**src/rtl/lab3_mem_mem_req_arbiter_pkg.sv**
```systemverilog
// ----------------------------------------------------------------------------
// lab3_mem_mem_req_arbiter_pkg
//
// Purpose : Shared definitions for the two-cache memory request arbiter.
//           It defines the source-ID type that tags every in-flight request.
//           It defines the field widths of the 16-byte memory request and
//           response messages, and the total widths derived from them.
//
// Contents:
//   src_id_t           1-bit requester identifier
//   SRC_ICACHE         port 0 (instruction cache)
//   SRC_DCACHE         port 1 (data cache)
//   c_memreq_nbits     mem_req_16B width  (type/opaque/addr/len/data)
//   c_memresp_nbits    mem_resp_16B width (type/opaque/test/len/data)
//   other_src()        returns the opposite requester
// ----------------------------------------------------------------------------
package lab3_mem_mem_req_arbiter_pkg;

    typedef logic src_id_t;

    localparam src_id_t SRC_ICACHE = 1'b0;
    localparam src_id_t SRC_DCACHE = 1'b1;

    // Field widths of the 16-byte memory messages.
    localparam int c_mem_type_nbits   = 3;
    localparam int c_mem_opaque_nbits = 8;
    localparam int c_mem_addr_nbits   = 32;
    localparam int c_mem_test_nbits   = 2;
    localparam int c_mem_len_nbits    = 4;
    localparam int c_mem_data_nbits   = 128;

    localparam int c_memreq_nbits  = c_mem_type_nbits + c_mem_opaque_nbits
                                   + c_mem_addr_nbits + c_mem_len_nbits
                                   + c_mem_data_nbits;

    localparam int c_memresp_nbits = c_mem_type_nbits + c_mem_opaque_nbits
                                   + c_mem_test_nbits + c_mem_len_nbits
                                   + c_mem_data_nbits;

    // Round-robin helper: the port that gets priority after 'id' is served.
    function automatic src_id_t other_src(input src_id_t id);
        return (id == SRC_ICACHE) ? SRC_DCACHE : SRC_ICACHE;
    endfunction

endpackage

```
**src/rtl/lab3_mem_mem_req_arbiter_src_id_queue.sv**
```systemverilog
// ----------------------------------------------------------------------------
// lab3_mem_mem_req_arbiter_src_id_queue
//
// Purpose : FIFO of requester IDs, one entry per memory request in flight.
//           The head entry names the cache that owns the next in-order
//           memory response.
//
// Parameters:
//   p_depth    number of entries (power of two, >= 2)
//
// Ports:
//   clk        in   clock
//   reset      in   synchronous, active-high reset (empties the queue)
//   i_enq_en   in   push i_enq_id (ignored when full)
//   i_enq_id   in   requester ID to push
//   i_deq_en   in   pop the head entry (ignored when empty)
//   o_full     out  p_depth entries held
//   o_empty    out  no entries held
//   o_head     out  oldest entry; meaningless while o_empty
// ----------------------------------------------------------------------------
module lab3_mem_mem_req_arbiter_src_id_queue
    import lab3_mem_mem_req_arbiter_pkg::*;
#(
    parameter int p_depth = 4
)(
    input  logic    clk,
    input  logic    reset,
    input  logic    i_enq_en,
    input  src_id_t i_enq_id,
    input  logic    i_deq_en,
    output logic    o_full,
    output logic    o_empty,
    output src_id_t o_head
);

    localparam int c_ptr_nbits = $clog2(p_depth);
    localparam logic [c_ptr_nbits-1:0] c_ptr_one  = c_ptr_nbits'(1);
    localparam logic [c_ptr_nbits:0]   c_cnt_one  = (c_ptr_nbits + 1)'(1);
    localparam logic [c_ptr_nbits:0]   c_cnt_full = (c_ptr_nbits + 1)'(p_depth);

    src_id_t                r_mem [p_depth];
    logic [c_ptr_nbits-1:0] r_wr_ptr;
    logic [c_ptr_nbits-1:0] r_rd_ptr;
    logic [c_ptr_nbits:0]   r_count;

    logic w_do_enq;
    logic w_do_deq;

    assign o_full   = (r_count == c_cnt_full);
    assign o_empty  = (r_count == '0);
    assign o_head   = r_mem[r_rd_ptr];

    assign w_do_enq = i_enq_en & ~o_full;
    assign w_do_deq = i_deq_en & ~o_empty;

    // NOTE: storage is deliberately left out of reset; the count guards every
    // read, so stale entries are never observed and the array stays plain RAM.
    always_ff @(posedge clk) begin
        if (w_do_enq) begin
            r_mem[r_wr_ptr] <= i_enq_id;
        end
    end

    // Pointers wrap naturally because the depth is a power of two.
    // NOTE: sequential state uses non-blocking assignments so every register
    // samples the pre-edge values, independent of statement order.
    always_ff @(posedge clk) begin
        if (reset) begin
            r_wr_ptr <= '0;
            r_rd_ptr <= '0;
            r_count  <= '0;
        end else begin
            if (w_do_enq) begin
                r_wr_ptr <= r_wr_ptr + c_ptr_one;
            end
            if (w_do_deq) begin
                r_rd_ptr <= r_rd_ptr + c_ptr_one;
            end
            // A simultaneous push and pop leaves the occupancy unchanged.
            case ({w_do_enq, w_do_deq})
                2'b10:   r_count <= r_count + c_cnt_one;
                2'b01:   r_count <= r_count - c_cnt_one;
                default: r_count <= r_count;
            endcase
        end
    end

endmodule

```
**src/rtl/lab3_mem_mem_req_arbiter.sv**
```systemverilog
// ----------------------------------------------------------------------------
// lab3_mem_mem_req_arbiter
//
// Purpose : Merges the memory request streams of two blocking caches
//           (port 0 = icache, port 1 = dcache) onto one memory port with
//           round-robin arbitration. The request path is purely combinational.
//           A source-ID queue remembers the requester of every in-flight
//           request. Each in-order memory response is steered back to the
//           cache that issued the matching request.
//
// Build option:
//   LAB3_MEM_ARB_STATS_EN  adds three 32-bit wrap-around statistics counters
//                          and their output ports. The arbitration behaviour
//                          is the same with or without this option.
//
// Parameters:
//   p_req_nbits    memory request message width
//   p_resp_nbits   memory response message width
//   p_num_inflt    maximum requests in flight (power of two, >= 2)
//
// Ports:
//   clk, reset                            clock; synchronous active-high reset
//   i_req0_val/o_req0_rdy/i_req0_msg      icache request handshake
//   i_req1_val/o_req1_rdy/i_req1_msg      dcache request handshake
//   o_memreq_val/i_memreq_rdy/o_memreq_msg     merged request to memory
//   i_memresp_val/o_memresp_rdy/i_memresp_msg  response from memory
//   o_resp0_val/i_resp0_rdy/o_resp0_msg   icache response handshake
//   o_resp1_val/i_resp1_rdy/o_resp1_msg   dcache response handshake
//   o_stat_grant0/1, o_stat_conflict      counters (stats build only)
// ----------------------------------------------------------------------------
module lab3_mem_mem_req_arbiter
    import lab3_mem_mem_req_arbiter_pkg::*;
#(
    parameter int p_req_nbits  = c_memreq_nbits,
    parameter int p_resp_nbits = c_memresp_nbits,
    parameter int p_num_inflt  = 4
)(
    input  logic                    clk,
    input  logic                    reset,

    input  logic                    i_req0_val,
    output logic                    o_req0_rdy,
    input  logic [p_req_nbits-1:0]  i_req0_msg,

    input  logic                    i_req1_val,
    output logic                    o_req1_rdy,
    input  logic [p_req_nbits-1:0]  i_req1_msg,

    output logic                    o_memreq_val,
    input  logic                    i_memreq_rdy,
    output logic [p_req_nbits-1:0]  o_memreq_msg,

    input  logic                    i_memresp_val,
    output logic                    o_memresp_rdy,
    input  logic [p_resp_nbits-1:0] i_memresp_msg,

    output logic                    o_resp0_val,
    input  logic                    i_resp0_rdy,
    output logic [p_resp_nbits-1:0] o_resp0_msg,

    output logic                    o_resp1_val,
    input  logic                    i_resp1_rdy,
    output logic [p_resp_nbits-1:0] o_resp1_msg
`ifdef LAB3_MEM_ARB_STATS_EN
    ,
    output logic [31:0]             o_stat_grant0,
    output logic [31:0]             o_stat_grant1,
    output logic [31:0]             o_stat_conflict
`endif
);

    src_id_t r_prio;

    src_id_t w_grant;
    src_id_t w_head;
    logic    w_q_full;
    logic    w_q_empty;
    logic    w_can_issue;
    logic    w_any_req;
    logic    w_issue_ok;
    logic    w_resp_ok;
    logic    w_memreq_go;
    logic    w_memresp_go;

    // ------------------------------------------------------------------
    // Request path
    // ------------------------------------------------------------------

    // The port named by r_prio wins a tie; a lone requester always wins.
    // NOTE: the default assignment first makes every path through the block
    // drive w_grant, so no latch is inferred.
    always_comb begin
        w_grant = r_prio;
        if (i_req0_val && !i_req1_val) begin
            w_grant = SRC_ICACHE;
        end else if (i_req1_val && !i_req0_val) begin
            w_grant = SRC_DCACHE;
        end
    end

    // A full queue blocks issue even when a pop happens in the same cycle;
    // the freed slot becomes usable only on the following cycle.
    assign w_can_issue  = ~w_q_full;
    assign w_any_req    = i_req0_val | i_req1_val;

    // Outputs are gated by reset so every val/rdy is low while reset is held.
    assign o_memreq_val = ~reset & w_any_req & w_can_issue;
    assign o_memreq_msg = (w_grant == SRC_DCACHE) ? i_req1_msg : i_req0_msg;

    assign w_issue_ok   = ~reset & w_can_issue & i_memreq_rdy;
    assign o_req0_rdy   = w_issue_ok & (w_grant == SRC_ICACHE);
    assign o_req1_rdy   = w_issue_ok & (w_grant == SRC_DCACHE);

    assign w_memreq_go  = o_memreq_val & i_memreq_rdy;

    // Priority moves only when a request is consumed. The grant may change
    // while memory stalls, which is harmless because nothing is taken.
    always_ff @(posedge clk) begin
        if (reset) begin
            r_prio <= SRC_ICACHE;
        end else if (w_memreq_go) begin
            r_prio <= other_src(w_grant);
        end
    end

    // ------------------------------------------------------------------
    // Source-ID queue
    // ------------------------------------------------------------------
    lab3_mem_mem_req_arbiter_src_id_queue #(
        .p_depth  (p_num_inflt)
    ) u_src_q (
        .clk      (clk),
        .reset    (reset),
        .i_enq_en (w_memreq_go),
        .i_enq_id (w_grant),
        .i_deq_en (w_memresp_go),
        .o_full   (w_q_full),
        .o_empty  (w_q_empty),
        .o_head   (w_head)
    );

    // ------------------------------------------------------------------
    // Response path
    // ------------------------------------------------------------------

    // The queue head names the owner of the next response. The other port
    // never sees val. Both message outputs simply mirror memory.
    assign w_resp_ok     = ~reset & ~w_q_empty;

    assign o_resp0_val   = w_resp_ok & i_memresp_val & (w_head == SRC_ICACHE);
    assign o_resp1_val   = w_resp_ok & i_memresp_val & (w_head == SRC_DCACHE);
    assign o_resp0_msg   = i_memresp_msg;
    assign o_resp1_msg   = i_memresp_msg;

    assign o_memresp_rdy = w_resp_ok &
                           ((w_head == SRC_DCACHE) ? i_resp1_rdy : i_resp0_rdy);

    assign w_memresp_go  = i_memresp_val & o_memresp_rdy;

    // A response with nothing in flight is a memory-side protocol error.
    a_resp_needs_inflight: assert property (
        @(posedge clk) disable iff (reset) !(i_memresp_val && w_q_empty)
    );

    // ------------------------------------------------------------------
    // Optional statistics
    // ------------------------------------------------------------------
`ifdef LAB3_MEM_ARB_STATS_EN
    logic [31:0] r_stat_grant0;
    logic [31:0] r_stat_grant1;
    logic [31:0] r_stat_conflict;
    logic        w_conflict;

    // When both caches are valid, at most one is consumed, so the other
    // always stalls in that cycle.
    assign w_conflict = i_req0_val & i_req1_val;

    always_ff @(posedge clk) begin
        if (reset) begin
            r_stat_grant0   <= '0;
            r_stat_grant1   <= '0;
            r_stat_conflict <= '0;
        end else begin
            if (w_memreq_go && (w_grant == SRC_ICACHE)) begin
                r_stat_grant0 <= r_stat_grant0 + 32'd1;
            end
            if (w_memreq_go && (w_grant == SRC_DCACHE)) begin
                r_stat_grant1 <= r_stat_grant1 + 32'd1;
            end
            if (w_conflict) begin
                r_stat_conflict <= r_stat_conflict + 32'd1;
            end
        end
    end

    assign o_stat_grant0   = r_stat_grant0;
    assign o_stat_grant1   = r_stat_grant1;
    assign o_stat_conflict = r_stat_conflict;
`endif

endmodule

```
**config.mk**
```make
export PLATFORM = sky130hd
export DESIGN_NAME = lab3_mem_mem_req_arbiter
export DESIGN_NICKNAME = d
export VERILOG_FILES = /design/src/rtl/lab3_mem_mem_req_arbiter_pkg.sv /design/src/rtl/lab3_mem_mem_req_arbiter_src_id_queue.sv /design/src/rtl/lab3_mem_mem_req_arbiter.sv
export SDC_FILE = /design/constraint.sdc
export NUM_CORES = 1
export LEC_CHECK = 0
export ABC_AREA = 1
export CAP_MARGIN = 10
export CORE_AREA = 5 5 378 380
export CTS_CLUSTER_SIZE = 28
export DETAILED_ROUTE_END_ITERATION = 10
export DIE_AREA = 0 0 383 385
export GPL_TIMING_DRIVEN = 1
export HOLD_SLACK_MARGIN = 0.08
export PLACE_DENSITY = 0.32
export SETUP_SLACK_MARGIN = 0.2
export SLEW_MARGIN = 20
export SYNTH_ARGS = -nofsm -noshare
export SYNTH_HDL_FRONTEND = slang
export SYNTH_HIERARCHICAL = 1
export SYNTH_SLANG_ARGS = --single-unit
```
**constraint.sdc**
```tcl
create_clock -name clk -period 3.2 [get_ports clk]
set_input_delay 0.64 -clock clk [delete_from_list [all_inputs] [get_ports clk]]
set_output_delay 0.64 -clock clk [all_outputs]
set_load 0.02 [all_outputs]
```
==> results.tsv, run 1 <==
metric	value	unit
status	completed	
Worst-Margin Slew	0.4708	ns
wire length per cell	28.07	um
Synth top cells by count	nand2_1, buf_4, nor2_1	
global-route wire length before repair	101.0	mm
Total Routing Usage GR	10.88	%
CTS Buf Count	3	
Detailed Place HPWL	78.58	mm
critical hold path startpoint	u_src_q/r_count[0]	
Max Clock Freq	342.2	MHz
Syn-to-layout area delta	140.5	%
Final Slew Violations	0	
share of flip-flops with an asynchronous set or reset	0	%
H-tree levels	1	
Yosys reg bits	14	
Setup crit start kind	input port	
dominant synthesized flop cell	dfxtp_1	
Worst setup EP type	output port	
Starting Density	3.755	%
DR vias/cell	2.251	
fin crit share	91.32	%
Die W	383	um
CP max FO	17	
EDFF count, synth	4	
leading area contributor after synthesis	buf_4	
Worst Path Class, Setup	in -> out	
Final Core Density	9.029	%
most frequent cell after synthesis	nand2_1	
post-synth top area share	42.33	%
Peak VDD IR	0.1374	mV
WP data required	2.56	ns
total grt overflow	0	
insertion delay to the later sink of the worst-skew pair	0.24	ns
number of remaining DRC errors	0	
CTS tree	yes	
clock sink total	14	
Reg2Reg Depth	19	
Seq/Total Area, Yosys	6.144	%
Worst EP arrival	2.28	ns
Pwr Density	228.5	mW/mm^2
fillers	16300	
post-synthesis cell type count	22	
Core ar.	0.1388	mm^2
Pre-antenna DRT Iters	5	
CTS max path bufs	2	
synth top area cells	buf_4, nand2_1, dfxtp_1	
Final #Nets	1730	
final wirelength	85.03	mm
hold depth	1	
Final setup viols	0	
YS warnings	6	
min-delay worst type	reg -> reg	
antenna violations before repair	15	
routability cong.	0.8236	
row cnt	137	
Avg Inst Size Synth	5.414	um^2
Fin. Hold Viols	0	
Syn Inst Count	963	
Multi-input gate area	0.002442	mm^2
Syn Nets	1472	
clock skew	0.0006605	ns
I/O pin count	974	
port bufs	538	
fin crit period	2.922	ns
Clock transition at path regs	0.05	ns
WHS	0.4724	ns
RSZ-0062 raised after global routing	yes	
Critical Path Source	i_req1_val	
Die Y	385	um
die area	0.1475	mm^2
largest net degree at the start of global routing	38	
Slew Limit Headroom	68.51	%
initial drt markers	233	
fraction of layout cells with a size suffix above 1	17.05	%
post-route ant nets	0	
vias	6818	
FF+latch area	320.3	um^2
vias in the first global route	7304	
Max Cap Viol	0	
mapped cell area	0.005214	mm^2
CTS Root Cell	clkbuf_16	
LEAKAGE	5.212	nW
-- critical path: stages --
cell and delay (ns):
dlygate4sd2_1 0.25, nand2_1 0.10, nand2_2 0.12, nand2_8 0.11
inv_12 0.10, bufbuf_16 0.33, buf_4 0.16, nand2_1 0.05
nand2_1 0.22, buf_12 0.17
-- cell type report --
type,instances,share of cell area [%]
antenna,2,0.03992
clock buffer,3,0.5988
clock inverter,1,0.02994
inverter,25,0.8483
multi-input combinational,596,19.48
sequential,14,2.555
tap,1807,18.03
timing repair buffer,581,58.41
-- kinds of logic (layout without fill, tap and decap cells) --
logic type / count (synthesis) / after routing / share of synthesized area (%)
adders and majority gates: 6 / 6 / 1.584
and+or+nand+nor: 576 / 576 / 42.24
buffers and inverters: 353 / 610 / 48.64
other: 0 / 2 / 0
DFF: 14 / 14 / 6.144
AOI/OAI and AO/OA: 14 / 14 / 1.392
-- layout by cell type, fill, tap and decap left out, types with 2 or more instances in the layout --
master	synthesis	final
diode_2	0	2
inv_2	5	4
o21ai_0	6	6
nand2_8	0	2
inv_1	20	20
nand2_4	0	2
clkdlybuf4s50_1	0	373
ha_1	5	5
dfxtp_1	10	10
buf_12	0	137
a21oi_1	7	7
clkbuf_16	0	3
nand2_1	543	525
nor2_1	22	21
nand3_1	4	4
edfxtp_1	4	4
nand4_1	2	2
bufbuf_16	0	6
buf_16	0	5
nand2_2	1	15
dlymetal6s2s_1	0	5
dlygate4sd2_1	0	25
buf_4	294	29
-- worst paths after layout --
path / to / slack (ns)
max: o_memreq_msg[115] / 0.28
min: u_src_q/r_count[0] / 0.47
max reg2reg: u_src_q/r_count[2] / 0.60
min reg2reg: u_src_q/r_count[0] / 0.47
-- stage by stage --
stage          instance area, um^2  TNS, ns  worst slack [ns]  power, mW  cells
6_report                     12540        0            0.2776      2.865   3029
3_3_place_gp                 12070   -16.64           -0.4234      2.678   3009
4_1_cts                      12500        0            0.2109      3.003   3025
5_1_grt                      12530        0            0.1992      3.062   3027
2_1_floorplan                 5214        0            0.9389      1.334    963
3_5_place_dp                 12070   -11.88           -0.3901      2.667   3009
-- routing by layer --
metal  track usage, %  vias to the layer above  routed length, um
li1                 -                     3088                  -
met1            11.10                     2911              29500
met2            17.88                      776              38860
met3            9.296                       31              16020
met4           0.4380                       12                503
met5           0.4630                        -                144
-- power by group --
part	total [mW]	internal, mW	switching, mW
Clock	0.241	0.166	0.0750
Combinational	2.43	1.24	1.19
Sequential	0.194	0.189	0.00456
Total	2.87	1.60	1.27
-- timing repair --
| action | in CTS | in global routing |
|---|---|---|
| hold buffers | 0 | 0 |
| setup endpoints to repair | 171 | 16 |
| pin swaps | 1 | 0 |
| resized for setup | 56 | 8 |
| setup buffers | 5 | 2 |
| gates cloned | 7 | 0 |
No activity file was read; power rests on OpenSTA's default activity.
==> run 2, diff against run 1 <==
Settings changed: ABC_AREA 1 to unset, CORE_AREA 5 5 378 380 to 5 5 375 377, DIE_AREA 0 0 383 385 to 0 0 380 382.
==> run 2 against run 1 <==
Effect of this change: first-iteration DRC count shrank 40%; highest routed layer unchanged; sequential cell count is the same; clock-buffer cell count grew 1; wire length shrank 37%; combinational power shrank 21%; setup slack lost 0.031 ns; sequential share of layout area grew 0.26 points; final cell count shrank 13%; die area shrank 1.6%; power shrank 18%; area after synthesis grew 4.5%; critical path depth shrank 2.
==> results.tsv, run 2 <==
metric	value	unit
RSZ-0062 raised after global routing	yes	
CP top delay family	buffers and inverters	
slowest cell on the critical path	maj3_4	
post-cts hold buffer count	0	
CTS Buf Count	3	
Inst Count DP	2611	
Max Clock Freq	338.6	MHz
insertion delay to the later sink of the worst-skew pair	0.24	ns
post-route ant nets	0	
synth top area cells	buf_4, mux2_4, mux2_2	
Syn Nets	1071	
number of remaining DRC errors	0	
most frequent cell after synthesis	buf_4	
Worst-Margin Slew	0.3589	ns
fillers	15960	
total grt overflow	0	
fin crit share	92.29	%
final wirelength	53.31	mm
mapped cell area	0.005448	mm^2
clock skew	0.0006959	ns
CTS Root Cell	clkbuf_16	
Setup crit start kind	input port	
Worst Path Class, Setup	in -> out	
CP max FO	6	
most frequent cells in the layout	clkdlybuf4s50_1, mux2_4, mux2_2, dlygate4sd2_1, buf_4	
Worst setup EP type	output port	
Layout Cells excl Fill	2631	
fraction of layout cells with a size suffix above 1	41.99	%
Synth top cells by count	buf_4, mux2_4, mux2_2	
Critical Path, Cell by Cell	clkdlybuf4s15_2, inv_2, maj3_4, buf_12, bufbuf_16, buf_16, mux2_4, buf_4	
port bufs	538	
Seq/Total Area, Yosys	5.880	%
post-synth top area share	39.96	%
status	completed	
Total Routing Usage GR	6.828	%
DR vias/cell	1.974	
commonest non-fill, non-tap cell in the layout	clkdlybuf4s50_1	
global-route wire length before repair	66.63	mm
initial drt markers	140	
fin crit period	2.953	ns
Pwr Density	207.6	mW/mm^2
Detailed Place HPWL	47.83	mm
Final #Nets	1346	
Core ar.	0.1368	mm^2
EDFF count, synth	4	
Yosys reg bits	14	
Max Cap Viol	0	
share of flip-flops with an asynchronous set or reset	0	%
Worst EP arrival	2.31	ns
I/O pin count	974	
min-delay worst type	reg -> reg	
vias	5194	
YS warnings	6	
Final Slew Violations	0	
Peak VDD IR	0.1170	mV
row cnt	136	
Syn-to-layout area delta	108.7	%
antenna violations before repair	3	
Fin. Hold Viols	0	
H-tree levels	1	
CTS tree	yes	
vias in the first global route	6057	
CP max stage delay	0.35	ns
post-synthesis cell type count	32	
Die Y	382	um
Clock transition at path regs	0.04	ns
Pre-antenna DRT Iters	4	
die area	0.1452	mm^2
wire length per cell	20.26	um
Die W	380	um
clock sink total	14	
CP bufs+invs	6	
largest net degree at the start of global routing	19	
WP data required	2.56	ns
LEAKAGE	4.107	nW
power after layout	2.361	mW
Starting Density	3.982	%
Syn Inst Count	562	
Slew Limit Headroom	75.87	%
leading area contributor after synthesis	buf_4	
Avg Inst Size Synth	9.693	um^2
CTS max path bufs	2	
dominant synthesized flop cell	dfxtp_1	
routability cong.	0.8146	
Final setup viols	0	
-- run 2: logic make-up (layout without fill, tap and decap cells) --
| kind of cell | Yosys count | after routing | synth area share [%] |
|---|---|---|---|
| XOR/XNOR | 3 | 3 | 0.4824 |
| buffers and inverters | 319 | 593 | 44.01 |
| other | 0 | 1 | 0 |
| AND/OR/NAND/NOR | 30 | 30 | 3.032 |
| AO/OA/AOI/OAI | 12 | 12 | 1.217 |
| flip-flops | 14 | 14 | 5.880 |
| multiplexers | 177 | 177 | 43.66 |
| adder cells (fa/ha/maj) | 7 | 7 | 1.723 |
-- run 2: area by class of cell --
cell class / count / area [um^2] / share of cell area, %
timing repair buffer: 580 / 5942 / 52.26
multi-input combinational: 229 / 2749 / 24.17
tap: 1794 / 2245 / 19.74
sequential: 14 / 320.3 / 2.817
clock buffer: 4 / 78.83 / 0.6932
inverter: 9 / 33.78 / 0.2971
antenna: 1 / 2.502 / 0.02201
-- run 2: timing repair --
action / in CTS / in global routing
cloned: 7 / 0
pin swaps: 0 / 1
buffers inserted: 8 / 0
setup endpoints to repair: 178 / 48
resized for setup: 362 / 35
-- run 2: metrics by stage --
stage | setup WS [ns] | TNS, ns | utilization, % | hold WS (ns) | area (um^2)
after floorplan | 0.7406 | 0 | - | 0.4519 | 5448
after global placement | -0.4293 | -47.84 | 8.155 | 0.4780 | 11160
after detailed placement | -0.4052 | -42.44 | 8.155 | 0.4810 | 11160
after CTS | 0.1792 | 0 | 8.246 | 0.4893 | 11280
after global routing | 0.1981 | 0 | 8.310 | 0.5232 | 11370
final | 0.2466 | 0 | 8.311 | 0.4878 | 11370
-- run 2: report_power, final --
group / total, mW / internal, mW / switching (mW)
Sequential: 0.194 / 0.188 / 0.00629
Combinational: 1.93 / 1.09 / 0.837
Clock: 0.237 / 0.168 / 0.0693
-- run 2: path summary, 6_finish.rpt --
kind | startpoint | end | slack [ns] | cells past startpoint
setup / recovery | i_req0_val | o_memreq_msg[153] | 0.25 | 8
hold / removal | u_src_q/r_rd_ptr[1] | flip-flop | 0.49 | 2
setup reg to reg | u_src_q/r_mem[3] | u_src_q/r_count[2] | 0.49 | 11
hold reg to reg | u_src_q/r_rd_ptr[1] | flip-flop | 0.49 | 2
-- run 2: routing by layer --
metal / vias to the layer above / routed length [um] / track usage [%]
li1: 2143 / - / -
met1: 2220 / 20120 / 7.517
met2: 805 / 21560 / 9.867
met3: 20 / 11180 / 6.565
met4: 6 / 223 / 0.3433
met5: - / 227 / 1.091
-- run 2: worst reg2reg max path, cell delays in order (launching register included) --
cell and delay (ns):
edfxtp_1 0.36, mux4_2 0.53, mux2i_1 0.17, nor2_2 0.14, o31ai_1 0.12, inv_1 0.07
ha_1 0.19, inv_1 0.07, fa_1 0.37, xor2_1 0.16, or3_1 0.31, a21oi_1 0.16
==> run 3, diff against run 2 <==
Settings changed: CELL_PAD_IN_SITES_DETAIL_PLACEMENT set to 0, CELL_PAD_IN_SITES_GLOBAL_PLACEMENT set to 1, CORE_AREA 5 5 375 377 to 5 5 380 382, DIE_AREA 0 0 380 382 to 0 0 385 387, PLACE_DENSITY 0.32 to 0.41.
==> run 3 against run 2 <==
Effect of this change: power fell by 2.8%; maximum frequency rose by 1.9%; first-iteration DRC count fell by 34%; die area rose by 2.6%; combinational power fell by 4%; design area fell by 1.5%; sequential cell count did not move; setup slack improved by 0.055 ns; critical endpoint is now o_memreq_val; largest cell class unchanged.
==> results.tsv, run 3 (synthesis results as in run 2) <==
metric	value	unit
status	completed	
Worst-Margin Slew	0.2922	ns
CTS Root Cell	clkbuf_16	
die area	0.1490	mm^2
global-route wire length before repair	64.59	mm
Fin. Hold Viols	0	
LEAKAGE	3.950	nW
largest net degree at the start of global routing	20	
final wirelength	52.99	mm
port bufs	538	
Final setup viols	0	
WHS	0.4956	ns
Pwr Density	204.8	mW/mm^2
H-tree levels	1	
Die Y	387	um
Pre-antenna DRT Iters	4	
Final Slew Violations	0	
WP data required	2.56	ns
CTS tree	yes	
Core ar.	0.1407	mm^2
FF+latch area	320.3	um^2
Setup TNS	0	ns
Setup crit start kind	input port	
Slew Limit Headroom	80.37	%
fin crit period	2.898	ns
min-delay worst type	reg -> reg	
fillers	16440	
RSZ-0062 raised after global routing	no	
Starting Density	3.871	%
insertion delay to the later sink of the worst-skew pair	0.24	ns
Syn-to-layout area delta	105.6	%
number of remaining DRC errors	0	
CTS max path bufs	2	
Total Routing Usage GR	6.543	%
I/O pin count	974	
antenna violations before repair	13	
Max Cap Viol	0	
Max Clock Freq	345.0	MHz
Peak VDD IR	0.1291	mV
total grt overflow	0	
Die W	385	um
CP max FO	13	
clock skew	0.003909	ns
Multi-input gate area	0.002740	mm^2
Clock transition at path regs	0.04	ns
initial drt markers	93	
fraction of layout cells with a size suffix above 1	38.37	%
vias	5121	
most frequent cells in the layout	clkdlybuf4s50_1, mux2_4, mux2_2, buf_4, dlygate4sd2_1	
post-route ant nets	0	
power after layout	2.293	mW
Detailed Place HPWL	48.43	mm
clock sink total	14	
DR vias/cell	1.888	
fin area	0.01120	mm^2
commonest non-fill, non-tap cell in the layout	clkdlybuf4s50_1	
row cnt	138	
Final #Nets	1331	
CTS Buf Count	3	
Post-DP Area	0.01107	mm^2
Worst EP arrival	2.26	ns
fin crit share	90.58	%
Worst Path Class, Setup	in -> out	
routability cong.	0.9433	
vias in the first global route	5998	
Worst setup EP type	output port	
wire length per cell	19.53	um
run 3: worst paths after layout:
path                        from  depth (start not counted)                 end  slack (ns)
max                        reset                          4        o_memreq_val        0.30
min reg2reg  u_src_q/r_rd_ptr[1]                          2           flip-flop        0.50
max reg2reg     u_src_q/r_mem[3]                         11  u_src_q/r_count[2]        0.51
min          u_src_q/r_rd_ptr[1]                          2           flip-flop        0.50
run 3: timing repair:
action                                  in CTS  in global routing
hold buffers                                 0                  0
endpoints found under the setup margin     180                 16
pin swaps                                    1                  1
setup buffers                                0                  0
cloned                                       4                  0
resized for setup                          251                  4
run 3: layout make-up:
type                       instances  share of cell area (%)
timing repair buffer             565                   50.50
multi-input combinational        229                   24.47
tap                             1890                   21.12
sequential                        14                   2.860
clock buffer                       4                  0.7039
inverter                           9                  0.3017
antenna                            2                 0.04469
run 3: per-layer routing:
layer / global-route usage [%] / wire length [um]
met1: 7.265 / 19700
met2: 9.652 / 21510
met3: 5.794 / 11200
met4: 0.6776 / 496
met5: 0.3249 / 82
run 3: critical path: stages:
cell and delay, ns:
clkdlybuf4s50_1 0.44, buf_4 0.21, nor3_1 0.29, clkdlybuf4s50_1 0.67
run 3: through the flow:
step	utilization (%)	std cells	worst slack, ns
floorplan	-	562	0.7406
global placement	7.866	2703	-0.3641
detailed placement	7.866	2703	-0.3702
CTS	7.949	2711	0.2044
global route	7.958	2713	0.2347
finish	7.958	2713	0.3016
run 3: where the power goes:
group / switching [mW] / internal (mW)
Combinational: 0.837 / 1.03
Clock: 0.0699 / 0.168
Sequential: 0.00535 / 0.188
Total: 0.912 / 1.38
